`src/rtl/imem_fetch_responder.sv`:
```
// Instruction memory with a valid/ready fetch port and a 2-entry ordered response buffer.
// Faulting fetches (misaligned or beyond the loaded depth) return a zero word with resp_fault set.
module imem_fetch_responder #(
    parameter int DEPTH_WORDS = 64,
    parameter int AW          = 6
) (
    input  logic          clk,
    input  logic          reset,
    input  logic          req_valid,
    input  logic [31:0]   req_addr,
    output logic          req_ready,
    output logic          resp_valid,
    input  logic          resp_ready,
    output logic [31:0]   resp_instr,
    output logic          resp_fault,
    input  logic          flush,
    input  logic          prog_we,
    input  logic [AW-1:0] prog_addr,
    input  logic [31:0]   prog_data
);

    logic [31:0] mem [DEPTH_WORDS];

    logic [31:0] slot_instr [2];
    logic        slot_fault [2];
    logic        rd_ptr;
    logic        wr_ptr;
    logic [1:0]  count;

    logic        accept;
    logic        pop;
    logic        addr_fault;
    logic [31:0] read_word;

    assign pop        = resp_valid && resp_ready;
    assign accept     = req_valid && req_ready;
    assign resp_valid = (count != 2'd0);
    assign resp_instr = resp_valid ? slot_instr[rd_ptr] : 32'h0000_0000;
    assign resp_fault = resp_valid ? slot_fault[rd_ptr] : 1'b0;

    assign addr_fault = (req_addr[1:0] != 2'b00) ||
                        ({2'b00, req_addr[31:2]} >= 32'(DEPTH_WORDS));
    assign read_word  = mem[req_addr[AW+1:2]];

    // A full buffer can still take a request when the head leaves in the same cycle.
    always_comb begin
        req_ready = 1'b0;
        if (reset && !flush) begin
            req_ready = (count != 2'd2) || pop;
        end
    end

    // Memory holds its program across reset; the read port sees the pre-write word.
    always_ff @(posedge clk) begin
        if (prog_we) begin
            mem[prog_addr] <= prog_data;
        end
    end

    // The memory read is captured at acceptance, so the word is in flight for exactly one
    // cycle and is presented the cycle after acceptance whenever the buffer was empty.
    always_ff @(posedge clk or negedge reset) begin
        if (!reset) begin
            count  <= 2'd0;
            rd_ptr <= 1'b0;
            wr_ptr <= 1'b0;
            for (int i = 0; i < 2; i++) begin
                slot_instr[i] <= 32'h0000_0000;
                slot_fault[i] <= 1'b0;
            end
        end else if (flush) begin
            count  <= 2'd0;
            rd_ptr <= 1'b0;
            wr_ptr <= 1'b0;
        end else begin
            if (accept) begin
                slot_instr[wr_ptr] <= addr_fault ? 32'h0000_0000 : read_word;
                slot_fault[wr_ptr] <= addr_fault;
                wr_ptr             <= ~wr_ptr;
            end
            if (pop) begin
                rd_ptr <= ~rd_ptr;
            end
            count <= count + {1'b0, accept} - {1'b0, pop};
        end
    end

endmodule

```
`config.mk`:
```
export PLATFORM = sky130hd
export DESIGN_NAME = imem_fetch_responder
export DESIGN_NICKNAME = d
export VERILOG_FILES = /design/src/rtl/imem_fetch_responder.sv
export SDC_FILE = /design/constraint.sdc
export NUM_CORES = 2
export LEC_CHECK = 0
export ABC_AREA = 1
export CAP_MARGIN = 5
export CORE_MARGIN = 3
export CORE_UTILIZATION = 51
export CTS_BUF_LIST = sky130_fd_sc_hd__clkbuf_16
export CTS_CLUSTER_SIZE = 8
export DETAILED_ROUTE_END_ITERATION = 16
export GPL_TIMING_DRIVEN = 0
export PLACE_DENSITY = 0.63
export SKIP_CTS_REPAIR_TIMING = 1
export SYNTH_ARGS = -nofsm -noshare
export SYNTH_HDL_FRONTEND = slang
export SYNTH_SLANG_ARGS = --single-unit
```
`constraint.sdc`:
```
create_clock -name clk -period 3.8 [get_ports clk]
set_clock_uncertainty 0.2 [all_clocks]
set_input_delay 0.38 -clock clk [delete_from_list [all_inputs] [get_ports clk]]
set_output_delay 0.38 -clock clk [all_outputs]
set_load 0.1 [all_outputs]
```
==> results.tsv <==
metric	value	unit
result of the run	complete, but fails checks	
violations in the final reports	max-capacitance violations, max-slew violations	
proportion of synthesized chip area in sequential cells	0.743	
top-area cell type share of the netlist area	0.722	
number of hold-slack violations in the final timing report	0	
number of warnings reported in the yosys synthesis log	0	
final global-route overflow total	0	
number of placed instances, taps included	9467	
critical path data arrival time	3.20	ns
min cycle time layout	3.78	ns
synthesized area per cell	12.1	um^2
Floorplan Core Area	165000	um^2
Post-Synth XOR/XNOR Area	0.000206	
total power consumption of the routed design	54.0	mW
CP Data Required Time	3.22	ns
simple-gate portion of the synthesized area	0.225	
syn nets	7130	
gr usage total	0.326	
compound-cell area share of the yosys netlist	0.00223	
count of endpoints failing setup in the final report	0	
adder and majority gate portion of the synthesized area	0.000294	
Worst Path Buf+Inv	3	
CP startpoint kind	flop	
number of nets in the layout	7710	
site row count	149	
path class of the lowest-slack min-delay path	in2reg	
placer's final routability congestion estimate	0.914	
class of the most critical setup path	reg2out	
kind of cell adding the most delay to the critical path	buffers and inverters	
clock buffer count from CTS	315	
average via count per standard cell	6.12	
worst relative slew slack	-0.0228	
clock root buffer	sky130_fd_sc_hd__clkbuf_16	
Max-Cap Viols	1	
part of the cycle the worst path needs	0.995	
I/O Pins	111	
post-route DRC violation count	0	
Total Negative Setup Slacks	0	ns
Critical Path End Type	output port	
peak per-stage delay on the critical path	0.54	ns
buffer levels on the longest clock path	4	
cell leakage power	36.2	nW
Gate Count Post-Synth	7052	
largest cells by area after synthesis	sky130_fd_sc_hd__edfxtp_1, sky130_fd_sc_hd__nand3_1, sky130_fd_sc_hd__nand2_1	
worst setup slack before clock tree synthesis	-0.443	ns
dominant combinational cell family by area after synthesis	simple AND/OR/NAND/NOR gates	
post-DP HPWL	191000	um
number of global-route vias before repair	56900	
setup repair after global routing missed its margin	no	
Die Outline Area	172000	um^2
fmax	0.264	GHz
post-detailed-route wirelength per cell	28.9	um
fraction of final layout cells with drive strength greater than 1	0.122	
remaining number of nets flagged by the antenna check after routing	0	
list of cells traversed by the critical path	inv_1 -> clkbuf_1 -> nand2_1 -> a21oi_1 -> buf_2	
Initial Util	0.515	
Least-Margin Pin Slew	1.53	ns
multiplexer fraction of the synthesized cell area	0	
routed wire length	285000	um
maximum vdd ir drop	0.630	mV
clock sink total	2118	
Worst path slowest cell	sky130_fd_sc_hd__dfrtp_1	
netlist area before placement	85200	um^2
synthesis-to-layout area growth	17.5	%
Chip Height	415	um
clock input transition at the sequential cells of the worst setup and hold paths	0.05	ns
number of I/O port buffers	102	
first-pass GRT wire length	402000	um
number of optimization iterations in the first detailed-route pass	8	
chip width	415	um
number of max-slew violations in the final report	11	
largest fanout on the critical path	10	
largest net degree at the start of global routing	72	
CTS tree	yes	
post-layout instance count excluding filler cells	9888	
antenna violations before repair	18	
setup ws final	0.0182	ns
via total after detailed routing	60500	
Netlist cell types	22	
DRC marker count from the first detailed-route iteration	8470	
number of flip-flops and latches in the synthesized netlist	2118	
clock latency at the later pin of the worst-skew pair	0.92	ns
power per unit of standard cell area	540	nW/um^2
cell type contributing the most total cell area after synthesis	sky130_fd_sc_hd__edfxtp_1	
Max H-tree Level	5	
-- cell usage in the layout (no fill, tap or decap), drive strengths merged, types with 3 or more instances in the layout --
cell type and n:
a21oi 36, buf 547, clkbuf 433, clkdlybuf4s50 36, dfrtp 70, diode 19, dlygate4sd3 37, dlymetal6s2s 3
edfxtp 2048, inv 63, nand2 2247, nand3 2058, nand4 9, nor2 69, nor4 12
-- registers in the layout, summed over array words and instances, names as in the netlist --
| register | cells |
|---|---|
| wr_ptr | 1 |
| rd_ptr | 1 |
| mem | 2048 |
| count | 2 |
| slot_fault | 2 |
| slot_instr | 64 |
-- Yosys cell counts (all sizes together) --
| cell type | number |
|---|---|
| nand4 | 9 |
| a21oi | 36 |
| buf | 384 |
| or2 | 2 |
| o21ai | 2 |
| nand3 | 2058 |
| dfrtp | 70 |
| edfxtp | 2048 |
| nor4 | 12 |
| xor2 | 1 |
| ha | 2 |
| nor2 | 69 |
| clkbuf | 87 |
| xnor2 | 1 |
| nand3b | 1 |
| inv | 23 |
| nand2 | 2247 |
-- through the flow --
stage	util	cell area [um^2]	hold WS, ns
final	0.605	100000	0.0239
after global routing	0.605	100000	0.0211
after CTS	0.603	99700	-0.732
after detailed placement	0.553	91400	0.212
after global placement	0.538	88900	0.263
after floorplan	-	85200	-0.116
-- final timing paths --
kind	slack, ns	cells past startpoint	endpoint	from
max in group asynchronous	2.58	5	slot_instr[7]	reset
min in group asynchronous	0.49	5	count[1]	reset
setup / recovery	0.02	5	resp_instr[15]	rd_ptr
hold reg to reg	0.28	2	slot_instr[31]	slot_instr[31]
hold / removal	0.02	2	mem[48][1]	prog_addr[2]
setup reg to reg	1.51	8	slot_instr[59]	count[1]
-- routing by layer --
metal | vias to the layer above | part of all wire | track usage
li1 | 26300 | - | -
met1 | 29700 | 0.37 | 0.437
met2 | 3798 | 0.46 | 0.505
met3 | 737 | 0.10 | 0.0535
met4 | 2 | 0.068 | 0.197
met5 | - | 0.000046 | 0
-- area by class of cell --
class | instances | area [um^2]
clock inverter | 43 | 198
buffer | 470 | 2450
clock buffer | 322 | 8060
sequential | 2118 | 63300
timing repair buffer | 264 | 3330
inverter | 23 | 88.8
fill | 12800 | 65300
antenna | 19 | 47.5
tap | 2189 | 2740
multi-input combinational | 4440 | 19900
-- kinds of logic (layout without fill, tap and decap cells) --
family                     after synthesis  after routing
AOI/OAI and AO/OA                       38             38
xor gates and xnor gates                 2              2
adders and majority gates                2              2
buffers and inverters                  494           1122
DFF                                   2118           2118
other                                    0             19
and+or+nand+nor                       4398           4398
-- where the power goes --
part | switching (mW) | internal, mW | leakage (nW)
logic | 2.96 | 0.916 | 12.6
registers | 0.0558 | 25.8 | 19.4
clock network | 9.43 | 14.8 | 4.19
total | 12.4 | 41.5 | 36.2
Note: power is estimated with default switching activity, not from simulation.
